==> src/rtl/spike_packet_arbiter.sv <==
// spike_packet_arbiter: front end of the axon scheduler.
// Accepts spike packets from N_PORTS requesters over valid/ready and
// grants them round-robin onto the scheduler's single write port.
// Packets with delay 4'hF would alias the current slot, so they are
// accepted, counted and discarded. It also sequences each timestep
// tick as clear-slot then advance-pointer. Packet writes are kept
// out of those two cycles.
module spike_packet_arbiter #(
  parameter int N_PORTS  = 4,
  parameter int PACKET_W = 12,
  parameter int DROP_W   = 8
) (
  input  logic                          clk,
  input  logic                          reset,
  input  logic [N_PORTS-1:0]            req_valid,
  input  logic [N_PORTS*PACKET_W-1:0]   req_packet,
  output logic [N_PORTS-1:0]            req_ready,
  input  logic                          tick,
  input  logic                          clear_status,
  output logic                          sched_wen,
  output logic [PACKET_W-1:0]           sched_packet,
  output logic                          sched_clr,
  output logic                          sched_set,
  output logic                          tick_done,
  output logic                          busy,
  output logic [DROP_W-1:0]             drop_count,
  output logic                          overrun
);

  localparam int PTR_W = (N_PORTS > 1) ? $clog2(N_PORTS) : 1;

  // A packet with this delay would alias the slot being read.
  localparam logic [3:0] ALIAS_DELAY = 4'hF;

  typedef enum logic [1:0] {
    RUN     = 2'd0,
    CLEAR   = 2'd1,
    ADVANCE = 2'd2
  } state_t;

  state_t               state_q;
  state_t               state_d;
  logic [PTR_W-1:0]     ptr_q;
  logic [PTR_W-1:0]     grant_idx;
  logic                 grant_found;
  logic [PACKET_W-1:0]  grant_packet;
  logic                 grant_drop;
  logic                 transfer;
  logic                 write_pkt;
  logic                 drop_pkt;

  // Round-robin search: the first valid port at or above ptr_q, with wrap.
  always_comb begin : rr_search
    // NOTE: every variable written here gets a default first. A path that
    // leaves one unassigned would infer a latch.
    grant_found = 1'b0;
    grant_idx   = '0;
    for (int k = 0; k < N_PORTS; k++) begin : scan
      int idx;
      idx = int'(ptr_q) + k;
      if (idx >= N_PORTS) begin
        idx = idx - N_PORTS;
      end
      if (!grant_found && req_valid[idx]) begin
        grant_found = 1'b1;
        grant_idx   = PTR_W'(idx);
      end
    end
  end

  // Next state and per-port ready. A tick in RUN takes priority over packets.
  always_comb begin : fsm_next
    state_d   = state_q;
    req_ready = '0;
    unique case (state_q)
      RUN: begin
        if (tick) begin
          state_d = CLEAR;
        end else if (grant_found) begin
          req_ready[grant_idx] = 1'b1;
        end
      end
      CLEAR:   state_d = ADVANCE;
      ADVANCE: state_d = RUN;
      default: state_d = RUN;
    endcase
  end

  // The granted packet and its classification. Only the low nibble is the delay.
  assign grant_packet = req_packet[int'(grant_idx)*PACKET_W +: PACKET_W];
  assign grant_drop   = (grant_packet[3:0] == ALIAS_DELAY);
  assign transfer     = |(req_valid & req_ready);
  assign write_pkt    = transfer && !grant_drop;
  assign drop_pkt     = transfer && grant_drop;

  // Tick-sequence strobes are decoded directly from the registered state.
  assign sched_clr = (state_q == CLEAR);
  assign sched_set = (state_q == ADVANCE);
  assign busy      = (state_q != RUN);

  // State register.
  always_ff @(posedge clk) begin : state_reg
    // NOTE: state updates use non-blocking assignments. Every flop then
    // samples pre-edge values, whatever order the blocks run in.
    if (reset) begin
      state_q <= RUN;
    end else begin
      state_q <= state_d;
    end
  end

  // Priority pointer. It moves past the winner only when a handshake completes.
  always_ff @(posedge clk) begin : ptr_reg
    if (reset) begin
      ptr_q <= '0;
    end else if (transfer) begin
      if (grant_idx == PTR_W'(N_PORTS - 1)) begin
        ptr_q <= '0;
      end else begin
        ptr_q <= grant_idx + 1'b1;
      end
    end
  end

  // Output stage. The packet is loaded only when it is written, so
  // sched_packet holds its last value while sched_wen is low.
  always_ff @(posedge clk) begin : out_reg
    if (reset) begin
      sched_wen    <= 1'b0;
      sched_packet <= '0;
    end else begin
      sched_wen <= write_pkt;
      if (write_pkt) begin
        sched_packet <= grant_packet;
      end
    end
  end

  // tick_done pulses in the cycle after ADVANCE, as the FSM re-enters RUN.
  always_ff @(posedge clk) begin : done_reg
    if (reset) begin
      tick_done <= 1'b0;
    end else begin
      tick_done <= (state_q == ADVANCE);
    end
  end

  // Status: the drop counter saturates, and overrun is sticky.
  // clear_status wins over a same-cycle event.
  always_ff @(posedge clk) begin : status_reg
    if (reset) begin
      drop_count <= '0;
      overrun    <= 1'b0;
    end else if (clear_status) begin
      drop_count <= '0;
      overrun    <= 1'b0;
    end else begin
      if (drop_pkt && (drop_count != {DROP_W{1'b1}})) begin
        drop_count <= drop_count + 1'b1;
      end
      if (tick && (state_q != RUN)) begin
        overrun <= 1'b1;
      end
    end
  end

endmodule

==> config.mk <==
export PLATFORM = sky130hd
export DESIGN_NAME = spike_packet_arbiter
export DESIGN_NICKNAME = d
export VERILOG_FILES = /design/src/rtl/spike_packet_arbiter.sv
export SDC_FILE = /design/constraint.sdc
export NUM_CORES = 1
export LEC_CHECK = 0
export CORE_MARGIN = 2
export CORE_UTILIZATION = 40
export CTS_CLUSTER_SIZE = 10
export DETAILED_ROUTE_END_ITERATION = 6
export MAX_ROUTING_LAYER = met4
export PLACE_DENSITY = 0.8
export RECOVER_POWER = 100
export SYNTH_ARGS = -nofsm -noshare
export SYNTH_HDL_FRONTEND = slang
export SYNTH_SLANG_ARGS = --single-unit
==> constraint.sdc <==
create_clock -name clk -period 6.65 [get_ports clk]
set_clock_uncertainty 0.05 [all_clocks]
set_input_delay 1.33 -clock clk [delete_from_list [all_inputs] [get_ports clk]]
set_output_delay 1.33 -clock clk [all_outputs]
set_load 0.05 [all_outputs]
==> results of run 1 <==
critical path: stages:
cell and delay (ns):
clkdlybuf4s50_1 0.51, nor2b_2 0.28, a211o_1 0.23, and2_0 0.14, clkbuf_1 0.68, ha_1 0.29
inv_1 0.04, nor2_1 0.12, clkdlybuf4s50_1 0.83
cells by family (layout without fill, tap and decap cells):
logic type / Yosys count / count (layout) / synth area share [%]
compound gates: 41 / 41 / 16.7
flops: 27 / 27 / 30.9
fa+ha+maj: 2 / 2 / 1.43
buf+inv: 14 / 92 / 4.50
mux: 34 / 34 / 19.4
simple gates: 86 / 86 / 27.1
flip-flops by register name (all words and copies together), names as in the netlist:
| name | count |
|---|---|
| tick_done | 1 |
| sched_packet | 12 |
| sched_wen | 1 |
| overrun | 1 |
| ptr_q | 2 |
| drop_count | 8 |
| state_q | 2 |
through the flow:
step | instance area, um2 | setup slack, ns
floorplan | 1750 | 1.52
global placement | 2620 | 1.25
detailed placement | 2620 | 1.20
CTS | 2660 | 1.19
global route | 2650 | 0.545
finish | 2650 | 0.801
how the worst min path moves through the flow:
stage	start	to	depth (start not counted)
3_5_place_dp	overrun	overrun	2
3_3_place_gp	overrun	overrun	2
2_1_floorplan	ptr_q[0]	ptr_q[0]	2
6_report	overrun	overrun	2
5_1_grt	sched_packet[6]	sched_packet[6]	2
4_1_cts	overrun	overrun	2
placed cells by master (no fill, tap or decap), types with 2 or more instances in the layout:
| master | instances |
|---|---|
| a211o_1 | 2 |
| a21bo_2 | 3 |
| a21oi_1 | 11 |
| a221oi_1 | 4 |
| a32oi_1 | 3 |
| and3_1 | 3 |
| clkbuf_8 | 3 |
| clkdlybuf4s50_1 | 55 |
| dfxtp_1 | 27 |
| dlygate4sd3_1 | 30 |
| ha_1 | 2 |
| mux2i_1 | 34 |
| nand2_1 | 11 |
| nand3_1 | 8 |
| nand4_1 | 5 |
| nor2_1 | 22 |
| nor2b_1 | 7 |
| nor2b_2 | 2 |
| nor3_1 | 3 |
| nor3b_1 | 5 |
| nor4_1 | 4 |
| o211ai_1 | 2 |
| o21ai_0 | 8 |
| or3_1 | 7 |
layer usage:
| layer | track usage [%] | vias up | wire length [um] |
|---|---|---|---|
| met2 | 32.5 | 67 | 2200 |
| met5 | - | - | 0 |
| met3 | 4.47 | 2 | 371 |
| met1 | 24.6 | 825 | 2070 |
| met4 | 3.21 | 0 | 26 |
| li1 | - | 911 | - |
report_power, final:
part           internal [mW]  switching [mW]  leakage (nW)  total [mW]
Sequential             0.173         0.00853         0.220       0.182
Clock                 0.0419          0.0507        0.0255      0.0927
Combinational         0.0940           0.120         0.798       0.214
layout make-up:
cell class                 count  area, um2  share of cell area [%]
multi-input combinational    163       1130                    42.7
timing repair buffer          87        862                    32.6
sequential                    27        541                    20.4
tap                           52       65.1                    2.46
clock buffer                   3       41.3                    1.56
clock inverter                 1       5.00                   0.189
inverter                       1       3.75                   0.142
==> impl_metrics.yaml, run 1 <==
yosys:
  synthesis.area_um2: 1750
  synth_cells: 204
  syn_nets: 262
  synth-seq-cells: 27
  synth_area_leaders: "dfxtp_1, mux2i_1, nor2_1"
  synth_top_area_share_pct: 30.9
  yosysSeqAreaShare_pct: 30.9
  yosysMostFrequentCell: "mux2i_1"
  synth_flop_cell: "dfxtp_1"
  synth_cell_type_count: 41
  synth_edf_count: 0
  netlist_top_cells_count: "mux2i_1, dfxtp_1, nor2_1"
  ys.warnings.count: 0
  syn_avg_cell_area_um2: 8.59
  synth_top_area_cell: "dfxtp_1"
  ys_async_sr_fraction_pct: 0
die:
  rows: 24
  start_util_pct: 40.8
  coreArea_um2: 4290
  die_w_um: 70.2
  die_y_um: 70.2
  ios: 86
  die_area_um2: 4920
sta:
  rsz0062_at_grt: "false"
  setup_viol: 0
  fmax_ghz: 0.171
  slew_viol_final: 14
  relSlewSlack_pct: -5.31
  hold_viol_final: 0
  post-route-period-util_pct: 88.0
  tns_ns: 0
  fin_crit_ns: 5.85
  holdWs_ns: 0.434
  worst_slew_pin_slew_ns: 1.56
final_layout:
  layout.cells.non_filler: 334
  area_delta_synth_final_pct: 51.1
  diodes: 0
  finalNetCount: 341
  fin_util_pct: 61.7
  drive_gt1_share_pct: 6.03
  nFillCells: 376
clock_tree:
  clkSlewWorstSetupHoldPaths_ns: 0.10
  cts_setup_buffers: 0
  clock-root-buffer: "clkbuf_8"
  clk_path_buf_depth: 2
  cts_max_level: 1
  insertion_delay_ns: 0.27
  cts_resized: 0
  hold_buffers: 0
  numClockSinks: 27
  numCtsBuffers: 3
  cts_tree: "built"
detailed_routing:
  firstDrtPassIters: 4
  viasPerCell: 5.40
  routed_wl_mm: 4.67
  drc: 0
  vias: 1805
  routedWlPerCell_um: 14.0
  ant_nets: 0
  drt_iter0_drc: 102
global_routing:
  grt_max_degree: 22
  grt_pass1_vias: 1728
  grt_pass1_wl_mm: 7.89
  overflow: 0
  antenna_found_initial: 0
  grt_usage_pct: 19.5
critical_path:
  required_ns: 5.27
  r2r_slack_ns: 2.52
  worst_setup_path_end_kind: "output port"
  endpoint: "req_ready[3]"
  crit_type: "in -> out"
  reg2reg_depth: 9
  crit_arrival_ns: 4.47
  rr_startpoint: "ptr_q[1]"
  worstSetupStartpoint: "req_valid[2]"
  crit_fanout: 15
  worstReg2RegEnd: "sched_packet[10]"
  cp-start-kind: "input port"
power:
  p_per_area_nw_per_um2: 185
  p_total_uw: 489
  ir_drop_mv: 0.113
  p_leak_nw: 1.04
worst_hold_path:
  hold_path_class: "reg -> reg"
status:
  violations: "capacitance limit, slew limit"
  status: "finished, violations left"
placed_design:
  port_buffers: 85
  dp_hpwl_mm: 3.61
  place.gp.congestion: 0.845
  dp_cells: 330
flow_run:
  maxCapViolCount: 1
(Power assumes the default switching activity.)
==> inputs of run 2 (changes only) <==
REMOVE_ABC_BUFFERS = 1   (was not set)
==> impl_metrics.yaml, run 2 (synthesized netlist as in run 1, its figures left out) <==
clock_tree:
  hold_buffers: 0
  cts_setup_buffers: 0
  numCtsBuffers: 3
  clk_path_buf_depth: 2
  cts_max_level: 1
  clock-root-buffer: "clkbuf_8"
  cts_resized: 0
  clkSlewWorstSetupHoldPaths_ns: 0.09
  cts_tree: "built"
  numClockSinks: 27
  insertion_delay_ns: 0.27
detailed_routing:
  vias: 1798
  viasPerCell: 5.40
  firstDrtPassIters: 4
  drt_iter0_drc: 155
  routedWlPerCell_um: 13.9
  ant_nets: 0
  drc: 0
  routed_wl_mm: 4.63
final_layout:
  drive_gt1_share_pct: 5.69
  area_delta_synth_final_pct: 50.9
  diodes: 0
  largest_reg_flops: 12
  finalNetCount: 340
  layout.cells.non_filler: 333
  final_area_um2: 2640
  final_common_cell: "clkdlybuf4s50_1"
  top_regs: "sched_packet: 12 flops, drop_count: 8 flops"
  top_register: "sched_packet"
  final_cell_mix: "clkdlybuf4s50_1, mux2i_1, dlygate4sd3_1"
critical_path:
  crit_arrival_ns: 4.56
  crit_type: "in -> out"
  path_cells: "dlygate4sd3_1 -> nor2b_1 -> o21bai_1 -> and2_0 -> ha_1 -> inv_1 -> nor2_1 -> clkdlybuf4s50_1"
  worst_setup_path_end_kind: "output port"
  crit_buf_inv: 3
  cp-start-kind: "input port"
  crit_fanout: 15
  required_ns: 5.27
  max_stage_delay_ns: 0.88
  cp_top_family: "buffers and inverters"
  crit_path_top_delay_cell: "and2_0"
sta:
  tns_ns: 0
  slew_viol_final: 14
  fmax_ghz: 0.168
  worst_slew_pin_slew_ns: 1.58
  fin_crit_ns: 5.94
  relSlewSlack_pct: -6.66
  hold_viol_final: 0
  setup_viol: 0
  rsz0062_at_grt: "false"
  post-route-period-util_pct: 89.3
power:
  p_leak_nw: 1.04
  p_total_uw: 489
  ir_drop_mv: 0.0803
  p_per_area_nw_per_um2: 185
global_routing:
  grt_pass1_wl_mm: 8.07
  overflow: 0
  grt_max_degree: 21
  grt_pass1_vias: 1749
  antenna_found_initial: 0
  grt_usage_pct: 20.3
die:
  die_y_um: 70.2
  start_util_pct: 40.8
  rows: 24
  ios: 86
  die_w_um: 70.2
  die_area_um2: 4920
  coreArea_um2: 4290
flow_run:
  maxCapViolCount: 1
worst_hold_path:
  hold_path_class: "reg -> reg"
placed_design:
  port_buffers: 85
  dp_cells: 329
  dp_hpwl_mm: 3.54
  placed_cell_area_um2: 2610
  place.gp.congestion: 0.735
status:
  status: "finished, violations left"
  violations: "capacitance limit, slew limit"
==> run 2: final cells by class <==
class / instances / area, um2
fillers: 405 / 1650
multi-input cells: 163 / 1130
clock buffers: 4 / 45.0
repair buffers: 86 / 858
well taps: 52 / 65.1
inverters: 1 / 3.75
flip-flops and latches: 27 / 541
==> run 2: worst min-delay path, cell delays in order (launching register included) <==
cell,delay (ns)
dfxtp_1,0.33
a21oi_1,0.04
nor2_1,0.07
==> run 2: worst paths after layout <==
| path | from | end | slack [ns] | cells past startpoint |
|---|---|---|---|---|
| worst max-delay path | req_valid[0] | req_ready[3] | 0.71 | 8 |
| worst min-delay path | overrun | overrun | 0.43 | 2 |
| worst max register to register | ptr_q[1] | sched_packet[8] | 2.47 | 8 |
| worst min register to register | overrun | overrun | 0.43 | 2 |
==> run 2: per-stage QoR <==
step                utilization (%)  hold slack, ns  setup slack (ns)
detailed placement             60.7           0.415              1.04
floorplan                         -           0.478              1.54
global route                   61.5           0.450             0.464
finish                         61.5           0.425             0.710
CTS                            61.8           0.440              1.03
global placement               60.7           0.397              1.06
==> run 2: routing by layer <==
layer / up-vias / track usage (%) / part of all wire (%)
met5: - / - / 0
met4: 0 / 5.13 / 1.4
met3: 7 / 3.61 / 5.8
met2: 62 / 32.6 / 47
met1: 819 / 26.6 / 45
li1: 910 / - / -
==> run 2: where the power goes <==
group          total, mW  switching [mW]  internal, mW
Sequential         0.181         0.00777         0.173
Combinational      0.215           0.121        0.0936
Clock             0.0929          0.0500        0.0429
Total              0.489           0.179         0.310
==> inputs of run 3 (changes only) <==
--- a/constraint.sdc
+++ b/constraint.sdc
@@ -4,2 +4,2 @@
 set_output_delay 1.33 -clock clk [all_outputs]
-set_load 0.05 [all_outputs]
+set_load 0.1 [all_outputs]
==> impl_metrics.yaml, run 3 (synthesized netlist as in run 1, its figures left out) <==
placed_design:
  place.gp.congestion: 0.757
  dp_cells: 329
  port_buffers: 85
  dp_hpwl_mm: 3.67
  placed_cell_area_um2: 2600
final_layout:
  top_regs: "sched_packet: 12 flops, drop_count: 8 flops"
  largest_reg_flops: 12
  area_delta_synth_final_pct: 50.4
  finalNetCount: 340
  top_register: "sched_packet"
  final_cell_mix: "clkdlybuf4s50_1, mux2i_1, dlygate4sd3_1"
  fin_util_pct: 61.4
  drive_gt1_share_pct: 6.76
  layout.cells.non_filler: 333
  diodes: 0
  final_common_cell: "clkdlybuf4s50_1"
  final_area_um2: 2640
clock_tree:
  clkSlewWorstSetupHoldPaths_ns: 0.10
  cts_max_level: 1
  clock-root-buffer: "clkbuf_8"
  cts_resized: 0
  cts_tree: "built"
  hold_buffers: 0
  cts_setup_buffers: 0
  clk_path_buf_depth: 2
  numClockSinks: 27
  insertion_delay_ns: 0.28
  numCtsBuffers: 3
sta:
  fin_crit_ns: 5.44
  fmax_ghz: 0.184
  worst_slew_pin_slew_ns: 1.56
  setup_viol: 0
  tns_ns: 0
  relSlewSlack_pct: -5.13
  slew_viol_final: 14
  hold_viol_final: 0
  rsz0062_at_grt: "false"
  post-route-period-util_pct: 81.8
critical_path:
  endpoint: "sched_packet[11]"
  worstSetupStartpoint: "req_valid[3]"
  crit_path_top_delay_cell: "a41oi_1"
  r2r_slack_ns: 2.53
  reg2reg_depth: 8
  cp_top_family: "simple AND/OR/NAND/NOR gates"
  crit_fanout: 13
  rr_startpoint: "ptr_q[1]"
  crit_arrival_ns: 5.52
  cp-start-kind: "input port"
  required_ns: 6.73
  crit_buf_inv: 1
  crit_type: "in -> reg"
  worst_setup_path_end_kind: "register"
  worstReg2RegEnd: "sched_packet[11]"
  cp_num_cells: 10
  path_cells: "dlygate4sd3_1 -> nor2_1 -> or4b_1 -> nand2_1 -> ha_1 -> nand2_1 -> a31o_2 -> a41oi_1 -> mux2i_1 -> nor2_1"
  max_stage_delay_ns: 1.15
global_routing:
  overflow: 0
  grt_usage_pct: 20.7
  antenna_found_initial: 0
  grt_max_degree: 21
  grt_pass1_wl_mm: 8.24
  grt_pass1_vias: 1763
detailed_routing:
  viasPerCell: 5.40
  vias: 1799
  drt_iter0_drc: 66
  routed_wl_mm: 4.74
  firstDrtPassIters: 4
  ant_nets: 0
  drc: 0
  routedWlPerCell_um: 14.2
die:
  rows: 24
  ios: 86
  die_w_um: 70.2
  coreArea_um2: 4290
  die_y_um: 70.2
  start_util_pct: 40.8
  die_area_um2: 4920
worst_hold_path:
  hold_path_class: "reg -> reg"
flow_run:
  maxCapViolCount: 1
power:
  ir_drop_mv: 0.145
  p_leak_nw: 1.04
  p_total_uw: 539
  p_per_area_nw_per_um2: 205
status:
  status: "finished, violations left"
  violations: "capacitance limit, slew limit"
[run 3: cell count changes in the layout (fill, tap and decap cells not counted), sizes merged]
cell and change:
clkdlybuf4s50 -1, dlygate4sd3 -2, clkbuf -1, clkinvlp +1, buf +3
[run 3: cell type report]
class	instances	area, um2
Fill cell	406	1660
Multi-Input combinational cell	163	1130
Timing Repair Buffer	86	851
Sequential cell	27	541
Tap cell	52	65.1
Clock buffer	3	41.3
Clock inverter	1	7.51
Inverter	1	3.75
[run 3: layer usage]
layer | vias to the layer above | track usage [%] | wire [um]
met3 | 2 | 3.90 | 253
met4 | 0 | 2.78 | 13
met5 | - | - | 0
met1 | 827 | 25.8 | 2090
li1 | 913 | - | -
met2 | 57 | 35.8 | 2380
[run 3: worst register-to-register path, stage by stage (launching register included)]
cell,delay (ns)
dfxtp_1,0.60
or4b_1,0.69
nand2_1,0.46
ha_1,0.27
nand2_1,0.11
a31o_2,0.31
a41oi_1,1.15
mux2i_1,0.29
nor2_1,0.07
[run 3: where the power goes]
part	leakage (nW)	internal, mW	switching [mW]
registers	0.220	0.173	0.00794
logic	0.797	0.0929	0.168
clock network	0.0217	0.0425	0.0537
[run 3: how the worst min path moves through the flow]
stage | start | endpoint | slack (ns) | cells after the start
global placement | overrun | overrun | 0.40 | 2
global route | sched_packet[1] | sched_packet[1] | 0.48 | 2
floorplan | ptr_q[0] | ptr_q[0] | 0.48 | 2
finish | overrun | overrun | 0.44 | 2
detailed placement | overrun | overrun | 0.43 | 2
CTS | sched_packet[1] | sched_packet[1] | 0.45 | 2
[run 3: stage by stage]
stage          worst slack (ns)  hold slack (ns)
2_1_floorplan             0.660            0.478
3_3_place_gp               1.56            0.397
3_5_place_dp               1.52            0.432
4_1_cts                    1.52            0.453
5_1_grt                   0.942            0.476
6_report                   1.21            0.444
